$ cat src/rtl/stack_alu_pkg.sv
// Shared opcode/state encodings and the signed add/sub overflow rule for the stack ALU.
// Pure definitions: no latency, no flow control.
package stack_alu_pkg;

   typedef enum logic [3:0] {
      OP_NOP   = 4'd0,
      OP_PUSH  = 4'd1,
      OP_POP   = 4'd2,
      OP_PEEK  = 4'd3,
      OP_ADD   = 4'd4,
      OP_SUB   = 4'd5,
      OP_MUL   = 4'd6,
      OP_DUP   = 4'd7,
      OP_SWAP  = 4'd8,
      OP_CLEAR = 4'd9
   } op_e;

   typedef enum logic {
      ST_IDLE     = 1'b0,
      ST_MUL_BUSY = 1'b1
   } state_e;

   // Sign bits only: add overflows on like-signed operands, sub on unlike-signed ones.
   function automatic logic addsub_ovf(input logic i_sub, input logic i_s_sgn,
                                       input logic i_t_sgn, input logic i_r_sgn);
      return (((i_s_sgn ^ i_t_sgn) == i_sub) && (i_r_sgn != i_s_sgn));
   endfunction

endpackage

$ cat src/rtl/seq_signed_mul.sv
// Signed shift-add multiplier, one partial product per cycle; o_done/o_product are combinational on the
// DATA_WIDTH-th cycle after i_start. No backpressure: the caller must not restart while a product is in flight.
module seq_signed_mul #(
   parameter int DATA_WIDTH = 8
) (
   input  logic                    clk,
   input  logic                    rst_n,
   input  logic                    i_start,
   input  logic [DATA_WIDTH-1:0]   i_a,
   input  logic [DATA_WIDTH-1:0]   i_b,
   output logic                    o_done,
   output logic [2*DATA_WIDTH-1:0] o_product
);

   localparam int CW = $clog2(DATA_WIDTH + 1);

   logic                    r_busy;
   logic [CW-1:0]           r_cnt;
   logic [2*DATA_WIDTH-1:0] r_acc;
   logic [2*DATA_WIDTH-1:0] r_mcand;
   logic [DATA_WIDTH-1:0]   r_mplier;

   logic                    w_last;
   logic [2*DATA_WIDTH-1:0] w_pp;
   logic [2*DATA_WIDTH-1:0] w_acc_nxt;

   // The multiplier MSB carries negative weight, so its partial product is subtracted.
   assign w_last    = r_busy && (r_cnt == CW'(DATA_WIDTH - 1));
   assign w_pp      = r_mplier[0] ? r_mcand : '0;
   assign w_acc_nxt = w_last ? (r_acc - w_pp) : (r_acc + w_pp);
   assign o_done    = w_last;
   assign o_product = w_acc_nxt;

   always_ff @(posedge clk or negedge rst_n) begin
      if (!rst_n) begin
         r_busy   <= 1'b0;
         r_cnt    <= '0;
         r_acc    <= '0;
         r_mcand  <= '0;
         r_mplier <= '0;
      end else if (i_start) begin
         r_busy   <= 1'b1;
         r_cnt    <= '0;
         r_acc    <= '0;
         r_mcand  <= {{DATA_WIDTH{i_a[DATA_WIDTH-1]}}, i_a};
         r_mplier <= i_b;
      end else if (r_busy) begin
         r_acc    <= w_acc_nxt;
         r_mcand  <= r_mcand << 1;
         r_mplier <= r_mplier >> 1;
         r_cnt    <= r_cnt + CW'(1);
         if (w_last) r_busy <= 1'b0;
      end
   end

endmodule

$ cat src/rtl/param_stack_alu.sv
// Signed LIFO operand stack with ALU on the top two entries; all effects registered, 1 cycle after accept.
// cmd_ready drops for DATA_WIDTH cycles during MUL; the result pulses out as cmd_ready returns.
module param_stack_alu
   import stack_alu_pkg::*;
#(
   parameter  int DATA_WIDTH = 8,
   parameter  int STACK_SIZE = 64,
   localparam int PTR_W      = $clog2(STACK_SIZE + 1)
) (
   input  logic                  clk,
   input  logic                  rst_n,
   input  logic                  cmd_valid,
   output logic                  cmd_ready,
   input  logic [3:0]            cmd_op,
   input  logic [DATA_WIDTH-1:0] cmd_data,
   output logic                  out_valid,
   output logic [DATA_WIDTH-1:0] out_data,
   output logic [PTR_W-1:0]      depth,
   output logic                  err_underflow,
   output logic                  err_full,
   output logic                  arith_ovf,
   output logic                  err_sticky
);

   localparam int AW = (STACK_SIZE > 1) ? $clog2(STACK_SIZE) : 1;

   state_e                  r_state, w_state_nxt;
   logic [PTR_W-1:0]        r_depth, w_depth_nxt;
   logic [DATA_WIDTH-1:0]   r_mem [STACK_SIZE];
   logic                    r_out_vld, w_out_vld;
   logic [DATA_WIDTH-1:0]   r_out_dat, w_out_dat;
   logic                    r_err_uf, w_err_uf;
   logic                    r_err_full, w_err_full;
   logic                    r_ovf, w_ovf;
   logic                    r_sticky, w_clear;

   logic                    w_we0, w_we1;
   logic [AW-1:0]           w_wa0, w_wa1;
   logic [DATA_WIDTH-1:0]   w_wd0, w_wd1;
   logic [AW-1:0]           w_ia_p, w_ia_t, w_ia_s;
   logic [DATA_WIDTH-1:0]   w_t, w_s, w_sum, w_diff;
   logic                    w_accept, w_mul_start, w_mul_done;
   logic [2*DATA_WIDTH-1:0] w_mul_prod;

   assign w_ia_p   = AW'(r_depth);
   assign w_ia_t   = AW'(r_depth - PTR_W'(1));
   assign w_ia_s   = AW'(r_depth - PTR_W'(2));
   assign w_t      = r_mem[w_ia_t];
   assign w_s      = r_mem[w_ia_s];
   assign w_sum    = w_s + w_t;
   assign w_diff   = w_s - w_t;
   assign w_accept = cmd_valid && (r_state == ST_IDLE);

   seq_signed_mul #(.DATA_WIDTH(DATA_WIDTH)) u_mul (
      .clk       (clk),
      .rst_n     (rst_n),
      .i_start   (w_mul_start),
      .i_a       (w_s),
      .i_b       (w_t),
      .o_done    (w_mul_done),
      .o_product (w_mul_prod)
   );

   always_comb begin
      w_state_nxt = r_state;
      w_depth_nxt = r_depth;
      w_out_vld   = 1'b0;
      w_out_dat   = '0;
      w_err_uf    = 1'b0;
      w_err_full  = 1'b0;
      w_ovf       = 1'b0;
      w_clear     = 1'b0;
      w_mul_start = 1'b0;
      w_we0       = 1'b0;
      w_wa0       = w_ia_s;
      w_wd0       = '0;
      w_we1       = 1'b0;
      w_wa1       = w_ia_t;
      w_wd1       = '0;
      case (r_state)
         ST_IDLE: if (w_accept) begin
            case (cmd_op)
               OP_PUSH, OP_DUP: begin
                  if (cmd_op == OP_DUP && r_depth == '0) w_err_uf = 1'b1;
                  else if (r_depth == PTR_W'(STACK_SIZE)) w_err_full = 1'b1;
                  else begin
                     w_we0       = 1'b1;
                     w_wa0       = w_ia_p;
                     w_wd0       = (cmd_op == OP_DUP) ? w_t : cmd_data;
                     w_depth_nxt = r_depth + PTR_W'(1);
                  end
               end
               OP_POP, OP_PEEK: begin
                  if (r_depth == '0) w_err_uf = 1'b1;
                  else begin
                     w_out_vld = 1'b1;
                     w_out_dat = w_t;
                     if (cmd_op == OP_POP) w_depth_nxt = r_depth - PTR_W'(1);
                  end
               end
               OP_ADD, OP_SUB, OP_MUL, OP_SWAP: begin
                  if (r_depth < PTR_W'(2)) w_err_uf = 1'b1;
                  else if (cmd_op == OP_MUL) begin
                     w_mul_start = 1'b1;
                     w_state_nxt = ST_MUL_BUSY;
                  end else if (cmd_op == OP_SWAP) begin
                     w_we0 = 1'b1;
                     w_wd0 = w_t;
                     w_we1 = 1'b1;
                     w_wd1 = w_s;
                  end else begin
                     w_we0       = 1'b1;
                     w_wd0       = (cmd_op == OP_SUB) ? w_diff : w_sum;
                     w_out_vld   = 1'b1;
                     w_out_dat   = w_wd0;
                     w_ovf       = addsub_ovf(cmd_op == OP_SUB, w_s[DATA_WIDTH-1],
                                              w_t[DATA_WIDTH-1], w_wd0[DATA_WIDTH-1]);
                     w_depth_nxt = r_depth - PTR_W'(1);
                  end
               end
               OP_CLEAR: begin
                  w_depth_nxt = '0;
                  w_clear     = 1'b1;
               end
               default: ;
            endcase
         end
         ST_MUL_BUSY: if (w_mul_done) begin
            w_we0       = 1'b1;
            w_wd0       = w_mul_prod[DATA_WIDTH-1:0];
            w_out_vld   = 1'b1;
            w_out_dat   = w_mul_prod[DATA_WIDTH-1:0];
            w_ovf       = (w_mul_prod[2*DATA_WIDTH-1:DATA_WIDTH] != {DATA_WIDTH{w_mul_prod[DATA_WIDTH-1]}});
            w_depth_nxt = r_depth - PTR_W'(1);
            w_state_nxt = ST_IDLE;
         end
         default: w_state_nxt = ST_IDLE;
      endcase
   end

   always_ff @(posedge clk or negedge rst_n) begin
      if (!rst_n) r_state <= ST_IDLE;
      else        r_state <= w_state_nxt;
   end

   always_ff @(posedge clk or negedge rst_n) begin
      if (!rst_n) begin
         r_depth    <= '0;
         r_out_vld  <= 1'b0;
         r_out_dat  <= '0;
         r_err_uf   <= 1'b0;
         r_err_full <= 1'b0;
         r_ovf      <= 1'b0;
         r_sticky   <= 1'b0;
      end else begin
         r_depth    <= w_depth_nxt;
         r_out_vld  <= w_out_vld;
         r_out_dat  <= w_out_dat;
         r_err_uf   <= w_err_uf;
         r_err_full <= w_err_full;
         r_ovf      <= w_ovf;
         r_sticky   <= w_clear ? 1'b0 : (r_sticky | r_err_uf | r_err_full | r_ovf);
      end
   end

   // Stack storage carries no reset; only the depth pointer defines valid contents.
   always_ff @(posedge clk) begin
      if (w_we0) r_mem[w_wa0] <= w_wd0;
      if (w_we1) r_mem[w_wa1] <= w_wd1;
   end

   assign cmd_ready     = (r_state == ST_IDLE);
   assign out_valid     = r_out_vld;
   assign out_data      = r_out_dat;
   assign depth         = r_depth;
   assign err_underflow = r_err_uf;
   assign err_full      = r_err_full;
   assign arith_ovf     = r_ovf;
   assign err_sticky    = r_sticky;

endmodule

$ cat config.mk
export PLATFORM = sky130hd
export DESIGN_NAME = param_stack_alu
export DESIGN_NICKNAME = d
export VERILOG_FILES = /design/src/rtl/stack_alu_pkg.sv /design/src/rtl/seq_signed_mul.sv /design/src/rtl/param_stack_alu.sv
export SDC_FILE = /design/constraint.sdc
export NUM_CORES = 2
export LEC_CHECK = 0
export BUFFER_PORTS_ARGS = -buffer_cell sky130_fd_sc_hd__buf_4
export CORE_MARGIN = 2
export CORE_UTILIZATION = 55
export DETAILED_ROUTE_END_ITERATION = 8
export MAX_ROUTING_LAYER = met4
export PLACE_DENSITY_LB_ADDON = 0.3
export SLEW_MARGIN = 10
export SYNTH_ARGS = -nofsm -noshare
export SYNTH_HDL_FRONTEND = slang
export SYNTH_SLANG_ARGS = --single-unit
$ cat constraint.sdc
create_clock -name clk -period 5.8 [get_ports clk]
set_clock_uncertainty 0.1 [all_clocks]
set_input_delay 0.29 -clock clk [delete_from_list [all_inputs] [get_ports clk]]
set_output_delay 0.29 -clock clk [all_outputs]
set_load 0.01 [all_outputs]
==> results.json <==
{
  "drive_above_1_share_pct": 24.9,
  "crit_family": "compound AO/OA/AOI/OAI gates",
  "io_pins": 36,
  "synth_warnings": 0,
  "tritoncts": "built",
  "yosys.area.top_type_share_pct": 42.0,
  "crit_slowest_cell": "dfrtp_4",
  "first_pass_iters": 6,
  "fmax_mhz": 176,
  "final_common_cell": "edfxtp_1",
  "crit_path_end_kind": "flop",
  "async_flop_share_pct": 11.4,
  "core-area_um2": 65900,
  "die_h_um": 262,
  "hpwl_um": 90500,
  "path_max_fanout": 8,
  "rsz0062_at_grt": "yes",
  "drv_cap": 0,
  "syn_nets": 3177,
  "crit_top_cell": "o21ai_1",
  "critPathLaunchType": "flop",
  "routedWlPerCell_um": 32.6,
  "grt_antenna_before_repair": 6,
  "num_vias": 29500,
  "stdcell_area_um2": 42600,
  "yosys.area.top_type": "edfxtp_1",
  "grt_pass1_wl_um": 191000,
  "drt_iter0_drc": 4640,
  "setup_viol": 0,
  "drt-total-wl_um": 135000,
  "syn_inst": 3129,
  "netlist_area_um2": 36700,
  "yosysSeqAreaShare_pct": 46.5,
  "htreeDepth": 3,
  "worstMarginPinSlew_ps": 1250,
  "clock_latency_ps": 630,
  "viasPerCell": 7.10,
  "synth_seq_cells": 578,
  "finalCritPeriodShare_pct": 97.8,
  "area_growth_syn_to_layout_pct": 16.3,
  "tns_ps": 0,
  "initial_utilization_pct": 55.6,
  "holdCritPathClass": "input port to flop",
  "synth_ff_type": "edfxtp_1",
  "grt_max_degree": 113,
  "run_status": "completed",
  "clk_pin_slew_ps": 60,
  "required_ps": 6030,
  "placed_area_um2": 39300,
  "clkSinkCount": 578,
  "synth_edf_count": 512,
  "gp_congestion": 1.04,
  "path_class": "flop to flop",
  "final_cell_mix": "edfxtp_1, mux2i_1, nand2_1",
  "drcViolationCount": 0,
  "critPathMaxStageDelay_ps": 490,
  "final_antenna_net_count": 0,
  "drv_slew": 0,
  "clockBufferDepth": 3,
  "min_period_ps": 5670,
  "max-slew-margin-rel_pct": 16.4,
  "synthTopCellsByArea": "edfxtp_1, mux2i_1, mux4_2, dfrtp_1, nand2_1",
  "cts_buffers": 68,
  "gr-total-overflow": 0,
  "yosysUniqueCellTypes": 82,
  "post_synth.cell_area_avg_um2": 11.7,
  "nNetsFinal": 3278,
  "dieArea_um2": 68700,
  "ctsRootBufferMaster": "clkbuf_16",
  "port_buffers": 35,
  "critical_path_buf_inv_count": 8,
  "arrival_ps": 5910,
  "num_rows": 94,
  "grt_pass1_vias": 28100,
  "finalHoldViolations": 0,
  "grt_use_total_pct": 39.5,
  "die_w_um": 262
}
-- through the flow --
stage / hold slack (ps) / std cells / setup slack [ps] / utilization, %
after global routing: 32.6 / 4153 / -63.9 / 64.7
after detailed placement: 361 / 3978 / -287 / 59.6
final: 23.0 / 4153 / 125 / 64.7
after CTS: 1.07 / 4104 / 6.03 / 63.1
after floorplan: -106 / 3129 / 3.24 / -
after global placement: 339 / 3978 / -235 / 59.6
-- tightest hold or removal path, delay by kind of cell --
kind	cells	cell delay (ps)
xor gates and xnor gates	1	80
buffers and inverters	1	140
and+or+nand+nor	1	170
-- timing repair --
item	CTS	global route
setup endpoints to repair	258	258
hold buffers	1	0
buffers inserted	2	31
hold endpoints to repair	66	0
gates resized for setup	10	105
pin swaps	2	31
gates cloned	0	12
-- synthesized netlist by cell type, types with 6 or more instances --
library cell	n
a211oi_1	24
a21o_1	13
a21oi_1	156
a221oi_1	11
a22oi_1	6
a31oi_1	24
a32oi_1	20
and2_1	23
and3_1	23
buf_1	13
buf_2	69
buf_4	17
buf_6	8
clkbuf_1	221
dfrtp_1	66
edfxtp_1	512
ha_1	31
inv_1	25
mux2_2	11
mux2i_1	482
mux4_2	196
nand2_1	413
nand2b_1	12
nand3_1	91
nand3b_1	7
nand4_1	16
nor2_1	162
nor2b_1	23
nor3_1	36
nor4_1	7
o211ai_1	28
o21a_1	13
o21ai_0	129
o22ai_1	20
o22ai_2	60
o31ai_1	12
or3_1	10
xnor2_1	26
xor2_1	22
-- routing by layer --
| metal | track usage, % | wire (µm) | vias to the layer above |
|---|---|---|---|
| met5 | - | 0 | - |
| met4 | 18.9 | 7720 | 0 |
| met3 | 10.3 | 17900 | 451 |
| met2 | 58.3 | 60600 | 2261 |
| met1 | 51.0 | 49200 | 14600 |
| li1 | - | - | 12200 |
-- cells by family after synthesis --
group | Yosys count | share of synthesized area, %
compound gates | 570 | 10.7
mux | 690 | 25.6
fa+ha+maj | 33 | 1.17
xor+xnor | 51 | 1.30
simple gates | 850 | 10.5
flops | 578 | 46.5
buf+inv | 357 | 4.27
-- flip-flops by register name, indices dropped and copies added (netlist names), 4 cells and up --
signal / flops
depth: 7
u_mul.r_mcand: 16
r_mem: 512
u_mul.r_acc: 16
u_mul.r_mplier: 8
out_data: 8
u_mul.r_cnt: 4
-- final cells by class --
| cell class | count | area, µm² |
|---|---|---|
| multi-input combinational | 2194 | 18600 |
| tap | 864 | 1080 |
| antenna | 6 | 15.0 |
| inverter | 28 | 119 |
| sequential | 578 | 17000 |
| clock inverter | 42 | 354 |
| clock buffer | 81 | 1850 |
| timing repair buffer | 360 | 3610 |
| fill | 5023 | 23200 |
-- final timing paths --
check	start	endpoint	slack, ps	depth (start not counted)
min in group asynchronous	rst_n	depth[1]	280	2
max reg2reg	depth[1]	r_mem[46][5]	130	29
min	cmd_op[3]	err_underflow	20	3
max in group asynchronous	rst_n	depth[0]	4670	2
max	depth[1]	r_mem[46][5]	130	29
min reg2reg	u_mul.r_acc[8]	u_mul.r_acc[8]	430	2
Power is not shown: default switching activity piles up to over one toggle a cycle in this logic, so the estimate is an artifact.
